File: config.mk
export PLATFORM = sky130hd
export DESIGN_NAME = sd_digit_streamer
export DESIGN_NICKNAME = d
export VERILOG_FILES = /design/src/rtl/sd_digit_streamer_pkg.sv /design/src/rtl/sd_word_fifo2.sv /design/src/rtl/sd_digit_streamer.sv
export SDC_FILE = /design/constraint.sdc
export NUM_CORES = 1
export LEC_CHECK = 0
export CAP_MARGIN = 10
export CORE_ASPECT_RATIO = 1.2
export CORE_UTILIZATION = 40
export DETAILED_ROUTE_END_ITERATION = 6
export PLACE_DENSITY = 0.62
export RECOVER_POWER = 25
export SYNTH_ARGS = -nofsm -noshare
export SYNTH_HDL_FRONTEND = slang
export SYNTH_SLANG_ARGS = --single-unit
export TNS_END_PERCENT = 100
File: constraint.sdc
create_clock -name clk -period 6.8 [get_ports clk]
set_input_delay 1.36 -clock clk [delete_from_list [all_inputs] [get_ports clk]]
set_output_delay 1.36 -clock clk [all_outputs]
set_load 0.01 [all_outputs]
File: src/rtl/sd_digit_streamer_pkg.sv
// Shared definitions for the signed-digit word-to-digit streamer:
// digit encodings, word geometry and the control state enum.
package sd_digit_streamer_pkg;

  localparam logic [1:0] SD_POS  = 2'b10;
  localparam logic [1:0] SD_NEG  = 2'b01;
  localparam logic [1:0] SD_ZERO = 2'b00;

  localparam int DIGITS_PER_WORD = 4;
  localparam int NIBBLE_W        = 4;
  localparam int WORD_W          = 16;

  typedef enum logic [1:0] {
    ST_IDLE   = 2'd0,
    ST_STREAM = 2'd1,
    ST_PAD    = 2'd2,
    ST_DONE   = 2'd3
  } state_e;

  // Nonzero test used when inspecting digits; 2'b11 counts as zero.
  function automatic logic sd_is_nonzero(input logic [1:0] d);
    return (d == SD_POS) || (d == SD_NEG);
  endfunction

endpackage

File: src/rtl/sd_word_fifo2.sv
// Two-entry word FIFO feeding the digit mux; the head word is exposed
// directly so the top can select nibbles from it with no extra latency.
module sd_word_fifo2
  import sd_digit_streamer_pkg::*;
(
  input  logic              clk,
  input  logic              rst,
  input  logic              push,
  input  logic [WORD_W-1:0] push_data,
  input  logic              pop,
  output logic [WORD_W-1:0] head_data,
  output logic              full,
  output logic              empty
);

  logic [WORD_W-1:0] mem0_q, mem0_d;
  logic [WORD_W-1:0] mem1_q, mem1_d;
  logic              wr_ptr_q, wr_ptr_d;
  logic              rd_ptr_q, rd_ptr_d;
  logic [1:0]        count_q, count_d;
  logic              do_push;
  logic              do_pop;

  always_comb begin
    mem0_d   = mem0_q;
    mem1_d   = mem1_q;
    wr_ptr_d = wr_ptr_q;
    rd_ptr_d = rd_ptr_q;
    count_d  = count_q;
    do_push  = push && (count_q != 2'd2);
    do_pop   = pop && (count_q != 2'd0);

    if (do_push) begin
      if (wr_ptr_q) mem1_d = push_data;
      else          mem0_d = push_data;
      wr_ptr_d = ~wr_ptr_q;
    end
    if (do_pop) rd_ptr_d = ~rd_ptr_q;

    case ({do_push, do_pop})
      2'b10:   count_d = count_q + 2'd1;
      2'b01:   count_d = count_q - 2'd1;
      default: count_d = count_q;
    endcase
  end

  always_ff @(posedge clk or posedge rst) begin
    if (rst) begin
      mem0_q   <= '0;
      mem1_q   <= '0;
      wr_ptr_q <= 1'b0;
      rd_ptr_q <= 1'b0;
      count_q  <= 2'd0;
    end else begin
      mem0_q   <= mem0_d;
      mem1_q   <= mem1_d;
      wr_ptr_q <= wr_ptr_d;
      rd_ptr_q <= rd_ptr_d;
      count_q  <= count_d;
    end
  end

  assign head_data = rd_ptr_q ? mem1_q : mem0_q;
  assign full      = (count_q == 2'd2);
  assign empty     = (count_q == 2'd0);

endmodule

File: src/rtl/sd_digit_streamer.sv
// Unpacks 16-bit words of four SD x/y digit pairs into a digit-per-cycle
// stream (nibble 0 first), then appends PAD_DIGITS zero pairs for flushing.
module sd_digit_streamer
  import sd_digit_streamer_pkg::*;
#(
  parameter int MAX_WORDS  = 32,
  parameter int PAD_DIGITS = 2
) (
  input  logic              clk,
  input  logic              rst,
  input  logic              start,
  input  logic [4:0]        num_words,
  input  logic [WORD_W-1:0] in_word,
  input  logic              in_valid,
  output logic              in_ready,
  output logic [1:0]        x_digit,
  output logic [1:0]        y_digit,
  output logic              out_valid,
  input  logic              out_ready,
  output logic [$clog2(DIGITS_PER_WORD*MAX_WORDS)-1:0] cnt,
  output logic [4:0]        computation_cycles,
  output logic              out_pad,
  output logic              last,
  output logic              busy,
  output logic              done
);

  localparam int CNT_W = $clog2(DIGITS_PER_WORD * MAX_WORDS);

  // Handshakes: a transfer happens on a rising edge where valid and ready
  // are both high; valid never depends on ready, and the registered view
  // (digits, cnt, flags) only changes after a completed transfer.

  state_e            state_q, state_d;
  logic [4:0]        num_words_q, num_words_d;
  logic [4:0]        accepted_q, accepted_d;
  logic [CNT_W-1:0]  cnt_q, cnt_d;
  logic [4:0]        cc_q, cc_d;
  logic [1:0]        p_q, p_d;

  logic [WORD_W-1:0]   fifo_head;
  logic                fifo_full;
  logic                fifo_empty;
  logic                fifo_push;
  logic                fifo_pop;
  logic [NIBBLE_W-1:0] nibble;
  logic                out_hs;
  logic                digit_last;
  logic                word_last;

  assign nibble     = fifo_head[{p_q, 2'b00} +: NIBBLE_W];
  assign digit_last = (p_q == 2'(DIGITS_PER_WORD - 1));
  assign word_last  = (cc_q == (num_words_q - 5'd1));
  assign out_hs     = out_valid && out_ready;
  assign fifo_push  = in_valid && in_ready;
  assign fifo_pop   = (state_q == ST_STREAM) && out_hs && digit_last;

  sd_word_fifo2 u_fifo (
    .clk       (clk),
    .rst       (rst),
    .push      (fifo_push),
    .push_data (in_word),
    .pop       (fifo_pop),
    .head_data (fifo_head),
    .full      (fifo_full),
    .empty     (fifo_empty)
  );

  always_comb begin
    in_ready  = 1'b0;
    out_valid = 1'b0;
    x_digit   = SD_ZERO;
    y_digit   = SD_ZERO;
    out_pad   = 1'b0;
    last      = 1'b0;
    busy      = (state_q != ST_IDLE);
    done      = (state_q == ST_DONE);
    cnt       = cnt_q;
    computation_cycles = cc_q;

    case (state_q)
      ST_STREAM: begin
        in_ready  = !fifo_full && (accepted_q < num_words_q);
        out_valid = !fifo_empty;
        if (!fifo_empty) begin
          x_digit = nibble[3:2];
          y_digit = nibble[1:0];
          last    = (PAD_DIGITS == 0) && digit_last && word_last;
        end
      end
      ST_PAD: begin
        out_valid = 1'b1;
        out_pad   = 1'b1;
        last      = (cnt_q == CNT_W'(PAD_DIGITS - 1));
      end
      default: ;
    endcase
  end

  always_comb begin
    state_d     = state_q;
    num_words_d = num_words_q;
    accepted_d  = accepted_q;
    cnt_d       = cnt_q;
    cc_d        = cc_q;
    p_d         = p_q;

    case (state_q)
      ST_IDLE: begin
        if (start && (num_words != 5'd0)) begin
          state_d     = ST_STREAM;
          num_words_d = num_words;
          accepted_d  = 5'd0;
          cnt_d       = '0;
          cc_d        = 5'd0;
          p_d         = 2'd0;
        end
      end
      ST_STREAM: begin
        if (fifo_push) accepted_d = accepted_q + 5'd1;
        if (out_hs) begin
          cnt_d = cnt_q + CNT_W'(1);
          p_d   = p_q + 2'd1;
          if (digit_last) begin
            // The final word leaves computation_cycles at num_words-1.
            if (word_last) begin
              if (PAD_DIGITS > 0) begin
                state_d = ST_PAD;
                cnt_d   = '0;
              end else begin
                state_d = ST_DONE;
              end
            end else begin
              cc_d = cc_q + 5'd1;
            end
          end
        end
      end
      ST_PAD: begin
        if (out_hs) begin
          if (cnt_q == CNT_W'(PAD_DIGITS - 1)) state_d = ST_DONE;
          else                                 cnt_d   = cnt_q + CNT_W'(1);
        end
      end
      ST_DONE: state_d = ST_IDLE;
      default: state_d = ST_IDLE;
    endcase
  end

  always_ff @(posedge clk or posedge rst) begin
    if (rst) begin
      state_q     <= ST_IDLE;
      num_words_q <= 5'd0;
      accepted_q  <= 5'd0;
      cnt_q       <= '0;
      cc_q        <= 5'd0;
      p_q         <= 2'd0;
    end else begin
      state_q     <= state_d;
      num_words_q <= num_words_d;
      accepted_q  <= accepted_d;
      cnt_q       <= cnt_d;
      cc_q        <= cc_d;
      p_q         <= p_d;
    end
  end

endmodule

==> results of run 1 <==
-- state kept, by name (all words and copies together), names as in the netlist --
register            count
num_words_q             5
computation_cycles      5
p_q                     2
state_q                 2
u_fifo.rd_ptr_q         1
u_fifo.wr_ptr_q         1
u_fifo.mem1_q          16
accepted_q              5
u_fifo.mem0_q          16
u_fifo.count_q          2
cnt                     7
-- cells in the final DEF, fill, tap and decap left out, drive strengths merged, types with 5 or more instances in the layout --
cell and instances:
clkdlybuf4s50 45, o21ai 12, xor2 5, nand2 18, mux2 39, nand3 12, a21oi 12, ha 15
clkbuf 13, o22ai 7, dfrtp 62, nor2 15, mux4 8, xnor2 6, inv 22
-- how the worst max path moves through the flow --
stage	startpoint	slack, ps	cells after the start	end
floorplan	num_words[1]	3800	7	cnt[2]$_DFFE_PP0P_
global placement	num_words[1]	2900	7	computation_cycles[4]$_DFFE_PP0P_
detailed placement	num_words[1]	2890	7	computation_cycles[4]$_DFFE_PP0P_
CTS	state_q[1]$_DFFE_PP0P_	2770	5	out_valid
global route	rst	1350	3	u_fifo.mem1_q[12]$_DFFE_PP0P_
finish	rst	2180	3	u_fifo.mem0_q[15]$_DFFE_PP0P_
-- power breakdown --
group / switching, mW / total [mW] / internal, mW
Sequential: 0.0969 / 0.517 / 0.420
Combinational: 0.155 / 0.364 / 0.209
Clock: 0.134 / 0.271 / 0.137
Total: 0.385 / 1.15 / 0.767
-- cells in the mapped netlist (2+ instances only) --
cell       n
a211o_1    3
nor2_1    14
dfrtp_1   62
clkbuf_1   4
or3_1      3
nand4_1    4
mux4_2     8
nand3_1   12
nand2_4    2
inv_2      2
and3_1     3
xor2_1     5
xnor2_1    6
buf_2      2
o22ai_1    7
ha_1      15
nor3_1     4
nand2_1   16
mux2_2    19
nand2b_1   3
inv_1     20
a21boi_0   2
o21bai_1   2
mux2i_1    4
nor2b_1    2
mux2_4    20
o211ai_1   3
a21oi_1   12
o21ai_0   11
a21o_1     3
-- metrics by stage --
step | hold WS [ps] | util | std cells | setup slack (ps)
2_1_floorplan | 462.5 | - | 299 | 3801
3_3_place_gp | 484.2 | 0.4873 | 451 | 2903
3_5_place_dp | 491.7 | 0.4873 | 451 | 2893
4_1_cts | 505.0 | 0.5060 | 465 | 2767
5_1_grt | 513.9 | 0.5056 | 465 | 1351
6_report | 504.2 | 0.5056 | 465 | 2181
-- layout make-up --
cell class | count | area [µm²]
fillers | 767 | 4098
multi-input cells | 204 | 1778
flip-flops and latches | 62 | 1551
repair buffers | 48 | 474.2
clock buffers | 12 | 145.1
well taps | 114 | 142.6
inverters | 23 | 88.84
clock inverters | 2 | 10.01
-- routing by layer --
metal  routed length (µm)  global-route usage  share of wire
met1                 3261              0.2269           0.46
met2                 3453              0.2823           0.49
met3                  266             0.03016          0.038
met4                   89             0.06206          0.013
met5                    0                   0              0
-- logic make-up (layout without fill, tap and decap cells) --
| family | Yosys count | in the layout | share of synthesized area |
|---|---|---|---|
| xor+xnor | 11 | 11 | 0.02763 |
| simple gates | 69 | 69 | 0.1062 |
| mux | 51 | 51 | 0.2106 |
| flops | 62 | 62 | 0.4449 |
| compound gates | 58 | 58 | 0.1116 |
| fa+ha+maj | 15 | 15 | 0.05382 |
| buf+inv | 33 | 85 | 0.04521 |
==> reports/metrics.yaml, run 1 <==
worstPathMaxFanout: 62
drt_first_pass_iters: 6
period_needed_ps: 4619
timing.hold.worst.class: "reg2reg"
timing.final.setup_violations: 0
vdd_ir_drop_max_mv: 0.1496
row_count: 36
critical_path.cell_chain: "dlygate4sd3_1, clkinv_1, clkbuf_1"
fmaxAchievable_mhz: 216.5
ctsResizeCount: 0
postLayoutCellArea_um2: 4190
synth_top_area_frac: 0.4449
antennaDiodeCount: 0
worst_slew_margin_rel: -1.213
per_cell_via_count_in_the_routed_design: 5.378
combined_buffer_and_inverter_count_along_the_critical_path: 3
start_kind: "input pin"
finalSetupTns_ps: 0
crit_path_top_delay_cell: "clkbuf_1"
gr-usage-all-layers: 0.1724
power_mw: 1.152
ios: 48
synth-seq-cells: 62
synth_enable_flop_cells: 0
run_status: "finished with violations"
number_of_buffers_inserted_for_hold_repair_after_clock_tree_synthesis: 0
area_growth_pct: 20.17
tritoncts.num_buffers: 9
areal_power_density_over_the_cells_nw_per_um2: 274.9
fin_worst_skew_ps: 11.84
timing.reg2reg.setup_slack_ps: 3870
effective_utilization_at_floorplan: 0.4207
drt_wl_total_mm: 7.070
worst-endpoint-arrival_ps: 4300
finalCritPeriodShare: 0.6792
placeableCoreArea_um2: 8288
p_leak_nw: 1.867
max_capacitance_violation_count: 1
rr_endpoint: "u_fifo.mem0_q[12]$_DFFE_PP0P_"
worstHoldEndpoint: "u_fifo.mem1_q[15]$_DFFE_PP0P_"
synth_cells: 299
prevailing_post_synth_register_cell: "dfrtp_1"
clk_latency_ps: 330
final_number_of_max_transition_violations: 63
yosysWarningCount: 0
setup_crit_path_kind: "in2async"
post-cts-setup-buffers: 0
violations: "max-capacitance violations, max-slew violations"
hold_path_depth: 1
drc_errors: 0
critical-path-top-delay-family: "buffers and inverters"
num_vias: 2501
root_buffer: "clkbuf_8"
placement.io_buffers: 47
cts_tree: "yes"
synthArstFlopShare: 1.000
vias_in_the_first_global_route: 2506
routed_wire_length_per_instance_um: 15.20
die_width_um: 87.24
drt_iter0_markers: 136
clock_tree.buffer_depth: 2
critical_path.reg2reg.startpoint: "state_q[1]$_DFFE_PP0P_"
netlist.top_cell.by_area: "dfrtp_1"
grt_pass1_wl_mm: 12.19
routabilityCongestion: 0.7457
fp.dieArea_um2: 9097
timing.critical_path.to_type: "async pin"
cts_sinks: 62
worstRegToRegCells: 9
synth_seq_area_share: 0.4449
layout.nets: 389
synth_area_leaders: "dfrtp_1 44%, mux2_4 8.6%, mux2_2 6.1%, ha_1 5.4%, mux4_2 5.2%"
synthesis.area_um2: 3487
synth.avg_cell_area_um2: 11.66
grt_antenna_before_repair: 0
cp.required_ps: 6480
die_height_um: 104.3
place_area_um2: 4039
setup_repair_after_global_routing_missed_its_margin: "no"
htree_num_levels: 3
synth_nets: 340
dpl.hpwl_mm: 5.038
tightest_slew_ps: 3320
ant_nets: 0
cp_slowest_stage_delay_ps: 2340
holdCritStartpoint: "u_fifo.mem1_q[15]$_DFFE_PP0P_"
share_of_post_route_cells_with_drive_strength_above_1: 0.1909
cts.reportedPaths.clkPinSlew_ps: 50
final_hold_viol_count: 0
yosys_cell_types: 56
globalRouteOverflowTotal: 0
grt_max_degree: 63
Note: power is estimated with default switching activity, not from simulation.
==> run 2: changes to the inputs <==
--- a/config.mk
+++ b/config.mk
@@ -9,7 +9,7 @@
 export CORE_ASPECT_RATIO = 1.2
 export CORE_UTILIZATION = 40
 export DETAILED_ROUTE_END_ITERATION = 6
-export PLACE_DENSITY = 0.62
+export PLACE_DENSITY = 0.65
 export RECOVER_POWER = 25
 export SYNTH_ARGS = -nofsm -noshare
 export SYNTH_HDL_FRONTEND = slang
==> constraint.sdc (replaced) <==
create_clock -name clk -period 3.76 [get_ports clk]
set_input_delay 0.752 -clock clk [delete_from_list [all_inputs] [get_ports clk]]
set_output_delay 0.752 -clock clk [all_outputs]
set_load 0.01 [all_outputs]
==> reports/metrics.yaml, run 2 (same netlist as run 1, synthesis figures left out) <==
timing.final.setup_violations: 0  # unchanged
postLayoutCellArea_um2: 4285  # +2.3%
layout.cells.most_common: "dfrtp_1"
dp_worst_setup_slack_ps: 571.9  # -2321 ps
final_critical_path_setup_slack_ps: 648.1  # -1533 ps
ios: 48  # unchanged
worst_slew_margin_rel: -0.03455  # +1.178
drt_iter0_markers: 137  # +0.74%
placedCellCount: 453  # +0.44%
p_sw_uw: 720.8  # +87%
antennaDiodeCount: 0  # unchanged
critical_path.reg2reg.startpoint: "state_q[1]$_DFFE_PP0P_"
tritoncts.num_buffers: 9  # unchanged
area_growth_pct: 22.89
grt_pass1_wl_mm: 12.05  # -1.1%
clkPwrFrac: 0.303  # +0.068
violations: "max-capacitance violations, max-slew violations"
combined_buffer_and_inverter_count_along_the_critical_path: 1  # -2
worstPathMaxFanout: 10  # -84%
cp.required_ps: 3010  # -3470 ps
placeableCoreArea_um2: 8288  # unchanged
cellInternalPower_mw: 1.565  # +100%
drc_errors: 0  # unchanged
mostFrequentLayoutCells: "62 x dfrtp_1, 46 x clkdlybuf4s50_1, 20 x mux2_4, 19 x mux2_2, 19 x inv_1"
grt_max_degree: 63  # unchanged
max_capacitance_violation_count: 1  # unchanged
clock_tree.buffer_depth: 2  # unchanged
run_status: "finished with violations"
row_count: 36  # unchanged
finalCritPeriodShare: 0.8276
cts_sinks: 62  # unchanged
dpl.hpwl_mm: 5.038  # about the same
number_of_buffers_inserted_for_hold_repair_after_clock_tree_synthesis: 0  # unchanged
ctsResizeCount: 0  # unchanged
finalSetupTns_ps: 0  # unchanged
tightest_slew_ps: 1552  # -1768 ps
vias_in_the_first_global_route: 2543  # +1.5%
routabilityCongestion: 0.7896  # +5.9%
fp.dieArea_um2: 9097  # unchanged
effective_utilization_at_floorplan: 0.4207  # unchanged
areal_power_density_over_the_cells_nw_per_um2: 533.3  # +94%
place_area_um2: 4054  # +0.37%
fillers: 744  # -3.0%
grt_antenna_before_repair: 0  # unchanged
critical-path-top-delay-family: "multiplexers"
worst-endpoint-arrival_ps: 2360  # -1940 ps
fmaxAchievable_mhz: 321.4
rr_endpoint: "u_fifo.mem0_q[11]$_DFFE_PP0P_"
timing.hold.worst.class: "reg2reg"
holdCritStartpoint: "accepted_q[4]$_DFFE_PP0P_"
final_hold_viol_count: 0  # unchanged
ant_nets: 0  # unchanged
htree_num_levels: 3  # unchanged
share_of_post_route_cells_with_drive_strength_above_1: 0.2056  # +0.01475
setup_repair_after_global_routing_missed_its_margin: "no"
timing.reg2reg.setup_slack_ps: 1030  # -2840 ps
drt_first_pass_iters: 4  # -2
vdd_ir_drop_max_mv: 0.3639  # +140%
clk_latency_ps: 340  # about the same
timing.critical_path.to_type: "output pin"
crit_path_top_delay_cell: "dfrtp_1"
placement.io_buffers: 47  # unchanged
start_kind: "flip-flop"
worstHoldEndpoint: "accepted_q[4]$_DFFE_PP0P_"
root_buffer: "clkbuf_8"
power.combinational.fraction: 0.287  # -0.029
critical_path.cell_chain: "mux4_2, mux2i_1, nor2_1, clkdlybuf4s50_1"
final_number_of_max_transition_violations: 63  # unchanged
worst_hold_slack_ps: 505.6  # +1.371 ps
post-cts-setup-buffers: 0  # unchanged
globalRouteOverflowTotal: 0  # unchanged
per_cell_via_count_in_the_routed_design: 5.326  # -0.97%
routed_wire_length_per_instance_um: 15.23  # +0.14%
cp_slowest_stage_delay_ps: 690  # -1650 ps
drt_wl_total_mm: 7.141  # +1.0%
worstRegToRegCells: 10  # +1
p_leak_nw: 1.915  # +2.6%
layout.nets: 391  # +0.51%
die_height_um: 104.3  # unchanged
num_vias: 2498  # -0.12%
power.share.sequential: 0.410  # -0.039
hold_path_depth: 1  # unchanged
cts.reportedPaths.clkPinSlew_ps: 80  # +30 ps
period_needed_ps: 3112
setup_crit_path_kind: "reg2out"
gr-usage-all-layers: 0.1698  # -0.002657
fin_worst_skew_ps: 8.870  # -2.967 ps
cts_tree: "yes"
die_width_um: 87.24  # unchanged
netSwitchingFraction: 0.3154  # -0.01906
layout.cells.non_filler: 469  # +0.86%
run 2: layout make-up:
type | instances | area, µm² | area share
Clock buffer | 13 | 168.9 | 0.03942
Clock inverter | 3 | 65.06 | 0.01518
Inverter | 23 | 88.84 | 0.02073
Multi-Input combinational cell | 204 | 1778 | 0.4149
Sequential cell | 62 | 1551 | 0.3620
Tap cell | 114 | 142.6 | 0.03328
Timing Repair Buffer | 50 | 490.5 | 0.1145
run 2: how the worst max path moves through the flow:
stage / depth (start not counted) / from / end
2_1_floorplan: 7 / num_words[1] / cnt[2]$_DFFE_PP0P_
3_3_place_gp: 7 / num_words[1] / cnt[2]$_DFFE_PP0P_
3_5_place_dp: 7 / num_words[1] / cnt[0]$_DFFE_PP0P_
4_1_cts: 4 / p_q[0]$_DFFE_PP0P_ / y_digit[1]
5_1_grt: 4 / p_q[0]$_DFFE_PP0P_ / y_digit[1]
6_report: 4 / p_q[0]$_DFFE_PP0P_ / y_digit[1]
run 2: power by group through the flow:
stage | registers, mW | clock network [mW] | logic (mW)
after floorplan | 0.883 | 0 | 0.435
after global placement | 0.951 | 0 | 0.651
after detailed placement | 0.951 | 0 | 0.659
after CTS | 0.940 | 0.707 | 0.664
after global routing | 0.957 | 0.739 | 0.724
final | 0.937 | 0.693 | 0.655
run 2: layer usage:
layer  vias to the layer above  track usage  wire length (µm)
met5                         -            0                 0
met2                        64       0.2773              3434
met1                      1227       0.2255              3263
met3                        12      0.03016               320
met4                         0      0.05738               122
li1                       1195            -                 -
run 2: worst register-to-register path, delay by kind of cell (launching register included):
family,cells,cell delay [ps]
buf+inv,4,450
flops,1,410
compound gates,2,740
fa+ha+maj,1,160
simple gates,2,480
mux,1,390
run 2: per-stage QoR:
step                power [mW]  utilization
floorplan                1.318            -
global placement         1.601       0.4891
detailed placement       1.610       0.4891
CTS                      2.311       0.5174
global route             2.420       0.5171
finish                   2.286       0.5171
==> run 3: changes to the inputs <==
==> constraint.sdc (replaced) <==
create_clock -name clk -period 2.6 [get_ports clk]
set_input_delay 0.52 -clock clk [delete_from_list [all_inputs] [get_ports clk]]
set_output_delay 0.52 -clock clk [all_outputs]
set_load 0.01 [all_outputs]
==> reports/metrics.yaml, run 3 (same netlist as run 1, synthesis figures left out) <==
run_status: "complete, no violations"
max_capacitance_violation_count: 0  # -1
layout.cells.most_common: "dfrtp_1"
worstPathMaxFanout: 6  # -4
timing.critical_path.to_type: "output pin"
placeableCoreArea_um2: 8288  # unchanged
ant_nets: 0  # unchanged
number_of_buffers_inserted_for_hold_repair_after_clock_tree_synthesis: 0  # unchanged
tightest_slew_ps: 944.4  # -607.5 ps
root_buffer: "clkbuf_8"
critical_path.cell_chain: "nor4_1, nand3_1, nor2_1, clkdlybuf4s50_1"
final_critical_path_setup_slack_ps: 126.8  # -521.3 ps
htree_num_levels: 3  # unchanged
power_mw: 3.116  # +36%
drt_wl_total_mm: 7.465  # +4.5%
vias_in_the_first_global_route: 2616  # +2.9%
period_needed_ps: 2473
timing.hold.worst.class: "reg2reg"
grt_antenna_before_repair: 0  # unchanged
final_hold_viol_count: 0  # unchanged
layout.nets: 411  # +5.1%
setup_crit_path_kind: "reg2out"
mostFrequentLayoutCells: "61 x dfrtp_1, 40 x clkdlybuf4s50_1, 20 x mux2_4, 20 x inv_1, 20 x buf_4"
ios: 48  # unchanged
timing.final.setup_violations: 0  # unchanged
final_core_utilization: 0.5276  # +0.01057
num_vias: 2589  # +3.6%
die_height_um: 104.3  # unchanged
finalCritPeriodShare: 0.9512
fin_worst_skew_ps: 11.63  # +2.757 ps
fmaxAchievable_mhz: 404.3
worst_slew_margin_rel: 0.3704  # +0.4050
cp.required_ps: 2080  # -930 ps
share_of_post_route_cells_with_drive_strength_above_1: 0.2493  # +0.04370
worstRegToRegCells: 10  # unchanged
row_count: 36  # unchanged
p_leak_nw: 2.000  # +4.4%
routabilityCongestion: 0.7954  # +0.73%
crit_path_top_delay_cell: "clkdlybuf4s50_1"
globalRouteOverflowTotal: 0  # unchanged
dp_worst_setup_slack_ps: -117.4  # -689.2 ps
gr-usage-all-layers: 0.1812  # +0.01145
per_cell_via_count_in_the_routed_design: 5.316  # -0.19%
worst-endpoint-arrival_ps: 1950  # -410 ps
tritoncts.num_buffers: 9  # unchanged
start_kind: "flip-flop"
routed_wire_length_per_instance_um: 15.33  # +0.67%
effective_utilization_at_floorplan: 0.4207  # unchanged
dpl.hpwl_mm: 5.334  # +5.9%
placement.io_buffers: 47  # unchanged
hold_path_depth: 1  # unchanged
cts_sinks: 62  # unchanged
die_width_um: 87.24  # unchanged
cts_tree: "yes"
grt_max_degree: 44  # -30%
drc_errors: 0  # unchanged
area_growth_pct: 25.40
fp.dieArea_um2: 9097  # unchanged
cts.reportedPaths.clkPinSlew_ps: 70  # about the same
final_number_of_max_transition_violations: 0  # -100%
drt_iter0_markers: 95  # -31%
grt_pass1_wl_mm: 12.78  # +6.0%
antennaDiodeCount: 0  # unchanged
vdd_ir_drop_max_mv: 0.3236  # -11%
drt_first_pass_iters: 4  # unchanged
clk_latency_ps: 350  # about the same
clock_tree.buffer_depth: 2  # unchanged
cp_slowest_stage_delay_ps: 560  # -130 ps
areal_power_density_over_the_cells_nw_per_um2: 712.7  # +34%
## run 3: changes by cell type in the layout (fill, tap and decap cells not counted), sizes merged
cell           delta
buf              +21
clkdlybuf4s50     -6
dlygate4sd2       +4
bufinv            -2
clkbuf            -1
dlymetal6s2s      +1
inv               +1
## run 3: where the power goes
| part | leakage (nW) | internal (mW) | switching (mW) |
|---|---|---|---|
| clock | 0.0821 | 0.359 | 0.369 |
| combinational | 1.13 | 0.600 | 0.470 |
| sequential | 0.783 | 1.10 | 0.217 |
| total | 2.00 | 2.06 | 1.06 |
## run 3: timing repair
action,4_1_cts,5_1_grt
resized for setup,10,3
pin swaps,0,1
buffers inserted,2,3
endpoints found under the setup margin,7,18
## run 3: critical path, delay by kind of cell (launching register included)
family / cells / cell delay [ps]
buf+inv: 1 / 560
flops: 1 / 450
simple gates: 3 / 590
## run 3: metal layers
metal,track usage,part of all wire,vias to the layer above
met1,0.2398,0.45,1278
li1,-,-,1234
met3,0.04048,0.039,14
met4,0.06674,0.016,0
met2,0.2885,0.49,63
met5,0,0,-
## run 3: final timing paths
kind / from / to / slack [ps]
hold reg to reg: accepted_q[4]$_DFFE_PP0P_ / accepted_q[4]$_DFFE_PP0P_ / 500
max in group asynchronous: rst / u_fifo.rd_ptr_q$_DFFE_PP0P_ / 380
min in group asynchronous: rst / cnt[0]$_DFFE_PP0P_ / 740
setup / recovery: cnt[2]$_DFFE_PP0P_ / last / 130
setup reg to reg: state_q[1]$_DFFE_PP0P_ / u_fifo.mem0_q[12]$_DFFE_PP0P_ / 150
hold / removal: accepted_q[4]$_DFFE_PP0P_ / accepted_q[4]$_DFFE_PP0P_ / 500
## run 3: through the flow
stage / cell area (µm²) / TNS, ps / hold slack (ps) / cells
6_report: 4373 / 0 / 500.0 / 487
5_1_grt: 4373 / -5.940 / 517.1 / 487
4_1_cts: 4354 / 0 / 504.0 / 484
3_5_place_dp: 4179 / -871.7 / 491.0 / 468
3_3_place_gp: 4179 / -236.8 / 483.8 / 468
2_1_floorplan: 3487 / 0 / 462.5 / 299
## run 3: cell type report
cell class	count	area, µm²
clock buffers	12	145.1
repair buffers	70	653.1
flip-flops and latches	62	1553
clock inverters	2	10.01
fillers	766	3915
multi-input cells	204	1780
inverters	23	88.84
well taps	114	142.6
